==> config.mk <==
export PLATFORM = sky130hd
export DESIGN_NAME = cpu_clock_ctrl_flat
export DESIGN_NICKNAME = d
export VERILOG_FILES = /design/src/rtl/cpu_clock_ctrl_pkg.sv /design/src/rtl/cpu_clock_ctrl_if.sv /design/src/rtl/cpu_clock_ctrl_key_debounce.sv /design/src/rtl/cpu_clock_ctrl.sv /design/src/flat_wrapper.sv
export SDC_FILE = /design/constraint.sdc
export NUM_CORES = 1
export LEC_CHECK = 0
export CAP_MARGIN = 20
export CORE_ASPECT_RATIO = 2
export CORE_MARGIN = 10
export CORE_UTILIZATION = 45
export DETAILED_ROUTE_END_ITERATION = 16
export PLACE_DENSITY_LB_ADDON = 0.3
export SLEW_MARGIN = 20
export SYNTH_ARGS = -nofsm -noshare
export SYNTH_HDL_FRONTEND = slang
export SYNTH_SLANG_ARGS = --single-unit
export TNS_END_PERCENT = 10
==> constraint.sdc <==
create_clock -name clock -period 6.5 [get_ports clock]
set_clock_uncertainty 0.2 [all_clocks]
set_input_delay 1.3 -clock clock [delete_from_list [all_inputs] [get_ports clock]]
set_output_delay 1.3 -clock clock [all_outputs]
set_load 0.02 [all_outputs]
==> src/rtl/cpu_clock_ctrl_pkg.sv <==
// cpu_dbg_pkg: shared types and constants for the CPU clock-enable / debug
// run controller and its key debouncer.
//   run_mode_t       : FULL, DIV, STEP, HALT operating modes
//   run_state_t      : RUN, BP_HALT controller states
//   DEFAULT_DEBOUNCE : 10 ms of a 50 MHz board clock
//   clamp_tap()      : limits a prescaler tap index to the counter width
package cpu_dbg_pkg;

    typedef enum logic [1:0] {FULL, DIV, STEP, HALT} run_mode_t;
    typedef enum logic {RUN, BP_HALT} run_state_t;

    localparam int DEFAULT_DEBOUNCE = 500000;

    function automatic int clamp_tap(input int sel, input int width);
        return (sel >= width) ? width - 1 : sel;
    endfunction

endpackage

==> src/rtl/cpu_clock_ctrl_if.sv <==
// cpu_clock_ctrl_if: run-control bundle between the board/debug side and the
// clock controller.
//   master : drives mode, div_sel, step_key, resume, bp_enable, bp_addr,
//            pc, fetch; observes cpu_enable, halted, bp_hit, enable_count
//   slave  : the controller side (directions mirrored)
interface cpu_clock_ctrl_if
    import cpu_dbg_pkg::*;
#(
    parameter int DIV_WIDTH = 27,
    parameter int PC_WIDTH  = 16,
    parameter int CNT_WIDTH = 32
) ();

    run_mode_t                      mode;
    logic [$clog2(DIV_WIDTH)-1:0]   div_sel;
    logic                           step_key;
    logic                           resume;
    logic                           bp_enable;
    logic [PC_WIDTH-1:0]            bp_addr;
    logic [PC_WIDTH-1:0]            pc;
    logic                           fetch;
    logic                           cpu_enable;
    logic                           halted;
    logic                           bp_hit;
    logic [CNT_WIDTH-1:0]           enable_count;

    modport master (
        output mode, div_sel, step_key, resume, bp_enable, bp_addr, pc, fetch,
        input  cpu_enable, halted, bp_hit, enable_count
    );

    modport slave (
        input  mode, div_sel, step_key, resume, bp_enable, bp_addr, pc, fetch,
        output cpu_enable, halted, bp_hit, enable_count
    );

endinterface

==> src/rtl/cpu_clock_ctrl_key_debounce.sv <==
// key_debounce: two-flop synchroniser plus hold-time debouncer for a
// mechanical key.
//   clock : board clock
//   reset : asynchronous, active-high
//   raw   : unsynchronised key level
//   level : debounced key level
//   rise  : one-cycle pulse when level goes 0 -> 1
module key_debounce
    import cpu_dbg_pkg::*;
#(
    parameter int CYCLES = DEFAULT_DEBOUNCE
) (
    input  logic clock,
    input  logic reset,
    input  logic raw,
    output logic level,
    output logic rise
);

    localparam int CW = (CYCLES > 1) ? $clog2(CYCLES) : 1;

    logic          sync1;
    logic          sync2;
    logic [CW-1:0] cnt;
    logic          settle;

    // The new level has been stable long enough to be accepted this cycle.
    assign settle = (sync2 != level) && (cnt == CW'(CYCLES - 1));

    always_ff @(posedge clock or posedge reset) begin
        if (reset) begin
            sync1 <= 1'b0;
            sync2 <= 1'b0;
            cnt   <= '0;
            level <= 1'b0;
            rise  <= 1'b0;
        end else begin
            sync1 <= raw;
            sync2 <= sync1;
            // Any bounce back to the accepted level restarts the hold timer.
            if (sync2 == level || settle)
                cnt <= '0;
            else
                cnt <= cnt + CW'(1);
            if (settle)
                level <= sync2;
            rise <= settle & sync2;
        end
    end

endmodule

==> src/rtl/cpu_clock_ctrl.sv <==
// cpu_clock_ctrl: CPU clock-enable generator and debug run controller.
//   clock : board clock (rising edge)
//   reset : asynchronous, active-high
//   bus   : cpu_clock_ctrl_if.slave
//           in : mode, div_sel, step_key, resume, bp_enable, bp_addr, pc, fetch
//           out: cpu_enable (1-cycle advance pulse), halted, bp_hit (sticky),
//                enable_count (wrapping count of issued enables)
module cpu_clock_ctrl
    import cpu_dbg_pkg::*;
#(
    parameter int DIV_WIDTH       = 27,
    parameter int PC_WIDTH        = 16,
    parameter int DEBOUNCE_CYCLES = DEFAULT_DEBOUNCE,
    parameter int CNT_WIDTH       = 32
) (
    input  logic             clock,
    input  logic             reset,
    cpu_clock_ctrl_if.slave  bus
);

    localparam int SEL_W = $clog2(DIV_WIDTH);

    logic [DIV_WIDTH-1:0] presc;
    logic [SEL_W-1:0]     tap_idx;
    logic                 tap_q;
    logic                 tick;

    logic                 unused_step_level;
    logic                 step_req;

    run_mode_t            mode_q;
    run_state_t           state;
    run_state_t           state_n;
    logic                 resume_q;
    logic                 resume_rise;
    logic                 suppress;
    logic                 bp_match;
    logic                 bp_trig;
    logic                 cand;

    logic                 cpu_enable_q;
    logic                 halted_q;
    logic                 bp_hit_q;
    logic [CNT_WIDTH-1:0] count_q;

    // Prescaler with registered edge detect on the selected tap.
    assign tap_idx = SEL_W'(clamp_tap(int'(bus.div_sel), DIV_WIDTH));
    assign tick    = presc[tap_idx] & ~tap_q;

    always_ff @(posedge clock or posedge reset) begin
        if (reset) begin
            presc <= '0;
            tap_q <= 1'b0;
        end else begin
            presc <= presc + DIV_WIDTH'(1);
            tap_q <= presc[tap_idx];
        end
    end

    key_debounce #(
        .CYCLES (DEBOUNCE_CYCLES)
    ) u_step_key (
        .clock (clock),
        .reset (reset),
        .raw   (bus.step_key),
        .level (unused_step_level),
        .rise  (step_req)
    );

    assign resume_rise = bus.resume & ~resume_q;
    assign bp_match    = (bus.pc[PC_WIDTH-1:0] == bus.bp_addr[PC_WIDTH-1:0]);
    // The enable that fetched the breakpoint instruction must be live; the
    // first cycle back in RUN is exempt so a resume at bp_addr can proceed.
    assign bp_trig     = (state == RUN) && bus.bp_enable && bus.fetch &&
                         bp_match && cpu_enable_q && !suppress;

    always_ff @(posedge clock or posedge reset) begin
        if (reset)
            state <= RUN;
        else
            state <= state_n;
    end

    always_comb begin
        state_n = state;
        cand    = 1'b0;
        case (state)
            RUN: begin
                if (bp_trig) begin
                    state_n = BP_HALT;
                end else if (bus.mode == mode_q) begin
                    // A mode change drops whatever was pending this cycle.
                    case (mode_q)
                        FULL:    cand = 1'b1;
                        DIV:     cand = tick;
                        STEP:    cand = step_req;
                        default: cand = 1'b0;
                    endcase
                end
            end
            BP_HALT: begin
                if (resume_rise)
                    state_n = RUN;
            end
            default: state_n = RUN;
        endcase
    end

    always_ff @(posedge clock or posedge reset) begin
        if (reset) begin
            mode_q       <= FULL;
            resume_q     <= 1'b0;
            suppress     <= 1'b0;
            cpu_enable_q <= 1'b0;
            halted_q     <= 1'b0;
            bp_hit_q     <= 1'b0;
            count_q      <= '0;
        end else begin
            mode_q       <= bus.mode;
            resume_q     <= bus.resume;
            suppress     <= (state == BP_HALT) && (state_n == RUN);
            cpu_enable_q <= cand;
            halted_q     <= (state_n == BP_HALT) || (mode_q == HALT) ||
                            ((mode_q == STEP) && !cand);
            if (bp_trig)
                bp_hit_q <= 1'b1;
            else if ((state == BP_HALT) && (state_n == RUN))
                bp_hit_q <= 1'b0;
            count_q      <= count_q + CNT_WIDTH'(cpu_enable_q);
        end
    end

    assign bus.cpu_enable   = cpu_enable_q;
    assign bus.halted       = halted_q;
    assign bus.bp_hit       = bp_hit_q;
    assign bus.enable_count = count_q;

endmodule

==> src/flat_wrapper.sv <==
// flat-port wrapper written by rule: the top's interface ports become plain ports
module cpu_clock_ctrl_flat import cpu_dbg_pkg::*;
#(
    parameter int DIV_WIDTH       = 27,
    parameter int PC_WIDTH        = 16,
    parameter int DEBOUNCE_CYCLES = DEFAULT_DEBOUNCE,
    parameter int CNT_WIDTH       = 32
)
  (clock, reset, bus_mode, bus_div_sel, bus_step_key, bus_resume, bus_bp_enable, bus_bp_addr, bus_pc, bus_fetch, bus_cpu_enable, bus_halted, bus_bp_hit, bus_enable_count);
  cpu_clock_ctrl_if #(.DIV_WIDTH(DIV_WIDTH), .PC_WIDTH(PC_WIDTH), .CNT_WIDTH(CNT_WIDTH)) bus_i ();
  input  logic clock;
  input  logic reset;
  input wire logic [$bits(bus_i.mode)-1:0] bus_mode;
  input wire logic [$bits(bus_i.div_sel)-1:0] bus_div_sel;
  input wire logic [$bits(bus_i.step_key)-1:0] bus_step_key;
  input wire logic [$bits(bus_i.resume)-1:0] bus_resume;
  input wire logic [$bits(bus_i.bp_enable)-1:0] bus_bp_enable;
  input wire logic [$bits(bus_i.bp_addr)-1:0] bus_bp_addr;
  input wire logic [$bits(bus_i.pc)-1:0] bus_pc;
  input wire logic [$bits(bus_i.fetch)-1:0] bus_fetch;
  output wire logic [$bits(bus_i.cpu_enable)-1:0] bus_cpu_enable;
  output wire logic [$bits(bus_i.halted)-1:0] bus_halted;
  output wire logic [$bits(bus_i.bp_hit)-1:0] bus_bp_hit;
  output wire logic [$bits(bus_i.enable_count)-1:0] bus_enable_count;
  assign bus_i.mode = bus_mode;
  assign bus_i.div_sel = bus_div_sel;
  assign bus_i.step_key = bus_step_key;
  assign bus_i.resume = bus_resume;
  assign bus_i.bp_enable = bus_bp_enable;
  assign bus_i.bp_addr = bus_bp_addr;
  assign bus_i.pc = bus_pc;
  assign bus_i.fetch = bus_fetch;
  assign bus_cpu_enable = bus_i.cpu_enable;
  assign bus_halted = bus_i.halted;
  assign bus_bp_hit = bus_i.bp_hit;
  assign bus_enable_count = bus_i.enable_count;
  cpu_clock_ctrl #(.DIV_WIDTH(DIV_WIDTH), .PC_WIDTH(PC_WIDTH), .DEBOUNCE_CYCLES(DEBOUNCE_CYCLES), .CNT_WIDTH(CNT_WIDTH)) u_core (.clock(clock), .reset(reset), .bus(bus_i));
endmodule
### Word-level counts from Yosys, hierarchy flattened

Index checks and enable logic that the tools add are counted.
W data, S select, Z words.

| cells by class | value |
|---|---|
| reduce and logical (&&, ||, !) cells | 15 |
| equal/unequal tests | 8 |
| add/sub/neg operators | 3 |
| mux-type cells | 13 |
| bitwise gates (word level) | 7 |
| order comparisons | 2 |

Operators with widths:

| operator | count |
|---|---|
| $add A32 B1 Y32 | 1 |
| $add A27 B1 Y27 const B | 1 |
| $add A19 B1 Y19 const B | 1 |
| $eq A19 B19 Y1 const B | 1 |
| $mux W19 | 1 |
| $eq A16 B16 Y1 | 1 |
| $logic_and A1 B1 Y1 | 8 |
| $mux W1 | 8 |
| $lt A5 B6 Y1 const B | 1 |
| $bmux W1 S5 | 1 |
| $ge A5 B5 Y1 const B | 1 |
| $mux W5 | 1 |
| $eq A2 B2 Y1 const B | 2 |
| $not A1 Y1 | 4 |
| $and A1 B1 Y1 | 3 |
| $logic_or A1 B1 Y1 | 3 |
| $pmux W1 S3 | 1 |
| $eq A2 B1 Y1 const B | 1 |
| $eq A2 B2 Y1 | 1 |
| $logic_not A1 Y1 | 2 |
| $logic_not A2 Y1 | 1 |
| $pmux W1 S2 | 1 |
| $reduce_bool A2 Y1 | 1 |
| $eq A1 B1 Y1 | 1 |
| $ne A1 B1 Y1 | 1 |

| word-level totals | value |
|---|---|
| bits in registers | 91 |
| logic and storage cells | 63 |
| input bits | 45 |

### Depth between registers and ports, before layout

| depth | value |
|---|---|
| depth in word-level cells | 12 |
| mapped depth | 8 |

### By module

Synthesis repeated with hierarchy kept, for this count alone.

| unflattened totals | value |
|---|---|
| cell total of the unflattened synthesis | 409 |
| area total of the unflattened synthesis | 4446.8 sq um |

Modules (own cells, without submodules):

| module | area each (sq um) | instances | cells each |
|---|---|---|---|
| cpu_clock_ctrl | 3340.7 | 1 | 301 |
| key_debounce | 1106.1 | 1 | 108 |

### Worst setup path before layout

Ideal clock, no wire load.

| timing | value |
|---|---|
| path kind | input port to flip-flop |
| from | input bus_div_sel[3] |
| to | register u_core.cpu_enable_q, in the netlist u_core.bus.cpu_enable |
| required time | 6.164 ns |
| data arrival time | 2.380 ns |
| setup time | 0.136 ns |
| stages on the path | 6 |
| path slack | 3.784 ns |
| buffers on the path | 1 |
| cell sequence | buf_2 -> a31o_1 -> a311o_1 -> o2111a_1 -> o32ai_2 -> a211oi_1 |

| on the way | value |
|---|---|
| cells in the longest elaborated chain, start to end | 9 |

RTL lines:

| what | RTL line | RTL |
|---|---|---|
| start: declaration | flat_wrapper.sv:14 | `input wire logic [$bits(bus_i.div_sel)-1:0] bus_div_sel;` |
| $ge A5 B5 Y1 | cpu_clock_ctrl_pkg.sv:15 | `return (sel >= width) ? width - 1 : sel;` |
| $mux W5 (*) | cpu_clock_ctrl_pkg.sv:15 |  |
| $bmux W1 S5 (*) | cpu_clock_ctrl.sv:48 | `assign tick = presc[tap_idx] & ~tap_q;` |
| $mux W1 (implied by the code) (*) | cpu_clock_ctrl.sv:48 |  |
| $and A1 B1 Y1 (*) | cpu_clock_ctrl.sv:48 |  |
| $pmux W1 S3 (*) | cpu_clock_ctrl.sv:93 | `case (mode_q)` |
| $mux W1 (*) | cpu_clock_ctrl.sv:91 | `end else if (bus.mode == mode_q) begin` |
| $mux W1 (*) | cpu_clock_ctrl.sv:89 | `if (bp_trig) begin` |
| $mux W1 (*) | cpu_clock_ctrl.sv:87 | `case (state)` |
| net u_core.cand | cpu_clock_ctrl.sv:39 | `logic cand;` |
| end signal: assignment | cpu_clock_ctrl.sv:122 | `cpu_enable_q <= cand;` |
| end: declaration | cpu_clock_ctrl.sv:41 | `logic cpu_enable_q;` |

Mark *: on every way through the listed nets, which the timed path passes. The rest lies on a longest branch. The select of a mux whose other input is x is not followed.
A chain may end at the register's enable or synchronous reset.

### Final worst setup path

| timing | value |
|---|---|
| from | input bus_div_sel[0] |
| to | register u_core.cpu_enable_q, in the netlist u_core.bus.cpu_enable |

The elaborated chain is that of the path after synthesis.

==> impl_metrics.ini <==
[clock_network]
cts_tree = done
clock_path_buffers = 2
cts-root-buf = clkbuf_16
cts_resized = 0
post-cts-setup-buffers = 0
numCtsBuffers = 9
ctsHoldBuffers = 0
clkSlewWorstSetupHoldPaths_ns = 0.07
htree_levels = 3
clock_latency_ns = 0.34
cts_sinks = 91

[global_routing]
grt_use_met1_pct = 14.0
grt_pass1_wl_mm = 16.2
antenna_found_initial = 0
busiest_layer = met2
grt_use_met2_pct = 24.6
grt_max_degree = 56
grt_use_met3_pct = 2.99
grt_pass1_vias = 3411
globalRouteTotalUtil_pct = 13.5
globalRouteOverflowTotal = 0

[sta]
max_freq_mhz = 315
rsz0062_at_grt = false
setup_viol = 0
hold_ws_ns = 0.149
min_period_ns = 3.18
maxSlewViolCount = 0
finalHoldViolCount = 0
worst_pin_slew_ns = 0.926
slew_headroom_pct = 38.2
setup_ws_ns = 3.32
fin_crit_sh_pct = 48.9
setup_tns_ns = 0

[finish]
num_antenna_cells = 0
fin_area_sq_mm = 0.00565
n_fill_cell = 846
layoutNonFillerInstCount = 627
multiInputGateArea_sq_mm = 0.00207
synthToLayoutAreaGrowth_pct = 27.2
fin_util_pct = 58.2
drive_gt1_share_pct = 6.46
seqCellArea_sq_mm = 0.00228
nets = 539

[yosys]
synth_top_family_by_area = simple AND/OR/NAND/NOR gates
synthAdderAreaFrac_pct = 1.13
synth-simple-area-share_pct = 20.6
synth_top_area_share_pct = 51.3
ys_warn_count = 0
ys_seq_elements = 91
synth_ff_type = dfrtp_1
syn_avg_cell_area_sq_um = 10.9
seq_area_frac_synth_pct = 51.3
yosys.area_share.xor_xnor_pct = 17.7
yosysMostFrequentCell = dfrtp_1
synth_compound_area_share_pct = 5.78
synth_nets = 458
synthTopCellsByArea = dfrtp_1 (51%), xnor2_1 (10%), xor2_1 (7.1%)
synthMuxAreaShare_pct = 1.38
yosysUniqueCellTypes = 51
yosys-top-cells-count = dfrtp_1 (91), xnor2_1 (52), xor2_1 (36)
synth_cells = 409
synth_edf_count = 0
netlist_area_sq_mm = 0.00444
synth-async-reset-ratio_pct = 100
yosys.area.top_type = dfrtp_1

[worst_setup_path]
cp_max_fo = 13
worst_setup_path_end_kind = register
critical_path_arrival_ns = 3.22
rrSetupSlack_ns = 4.13
worstSetupPathType = in2reg
worstRegToRegCells = 7
worstPathRequired_ns = 6.54
start_kind = primary input
reg2reg_from = u_core.bus.cpu_enable$_DFF_PP0_
r2r-end = u_core.bus.enable_count[20]$_DFF_PP0_

[min_path]
hold_start = u_core.u_step_key.sync1$_DFF_PP0_
holdPathStages = 0
hp-class = reg2reg
holdPathEnd = u_core.u_step_key.sync2$_DFF_PP0_

[floorplanning]
core-area_sq_mm = 0.00970
start_util_pct = 45.8
io_pins = 80
chipHeight_microns = 160
die_area_sq_mm = 0.0145
fp.dieW_microns = 90.2
num_rows = 51

[route]
dr.pass1.iters = 4
vias = 3311
route.detailed.drc = 0
wire_per_inst_microns = 15.5
first_iter_violations = 121
postRouteAntennaNets = 0
vias_per_cell = 5.28
drt-total-wl_mm = 9.74

[placement]
post_dp_cell_area_sq_mm = 0.00534
numPortBuffers = 79
dp_hpwl_mm = 7.62
placed_cells = 611
place.gp.congestion = 0.917
pre_cts_ws_ns = 3.05

[run]
cap_violations = 0

[pwr]
powerDensity_mw_per_mm2 = 222
vdd_drop_max_mv = 0.145
p_total_mw = 1.26
leakage_nw = 2.45

[status]
status = complete, no violations
cell type report:
cell class	count	area share, %
inverter	8	0.554
sequential	91	40.3
clock inverter	7	1.44
tap	132	2.92
timing repair buffer	80	14.1
clock buffer	9	3.99
multi-input combinational	300	36.7
worst max-delay path, stage by stage:
cell	delay [ns]
clkdlybuf4s50_1	0.70
a21boi_2	0.35
a21oi_1	0.13
a221oi_1	0.37
a211oi_1	0.14
a211oi_1	0.22
routing by layer:
layer | part of all wire [%] | up-vias
met3 | 4.2 | 21
met2 | 55 | 84
met1 | 38 | 1617
met5 | 0 | -
li1 | - | 1589
met4 | 3.3 | 0
how the worst max path moves through the flow:
stage | start | to | slack (ns) | cells after the start
after floorplan | reset | u_core.bus.bp_hit$_DFFE_PP0P_ | 2.64 | 1
final | bus_div_sel[0] | u_core.bus.cpu_enable$_DFF_PP0_ | 3.32 | 6
after detailed placement | bus_div_sel[0] | u_core.bus.cpu_enable$_DFF_PP0_ | 3.05 | 6
after CTS | bus_div_sel[0] | u_core.bus.cpu_enable$_DFF_PP0_ | 3.35 | 6
after global routing | bus_div_sel[0] | u_core.bus.cpu_enable$_DFF_PP0_ | 3.15 | 6
after global placement | bus_div_sel[1] | u_core.tap_q$_DFF_PP0_ | 3.08 | 6
power by group:
part | total [mW] | switching (mW) | internal, mW
sequential | 0.600 | 0.0170 | 0.583
clock | 0.529 | 0.225 | 0.304
combinational | 0.127 | 0.0622 | 0.0644
sequential cells by signal, summed over array words and instances (netlist names), 2 cells and up:
signal                   cells
u_core.mode_q                2
u_core.u_step_key.cnt       19
u_core.bus.enable_count     32
u_core.presc                27
cell families after synthesis:
logic type,Yosys count
buf+inv,18
compound gates,33
mux,6
fa+ha+maj,4
simple gates,168
xor+xnor,89
flops,91
layout by cell type (no fill, tap or decap), drive strengths merged, types with 2 or more instances in the layout:
master         instances
xnor2                 52
and3                  14
nor2                  35
nand3b                 3
inv                   11
a311oi                 2
o21ai                  6
clkbuf                 9
nor2b                  8
clkinv                 2
nand3                 33
xor2                  37
nand4                 13
a21boi                 2
o21a                   2
o32ai                  2
nor3                  10
and4                  10
a21oi                  4
nor4                   6
ha                     4
clkdlybuf4s50         79
dfrtp                 91
a211oi                 5
nand2                 30
mux2i                  5
(Power assumes the default switching activity.)
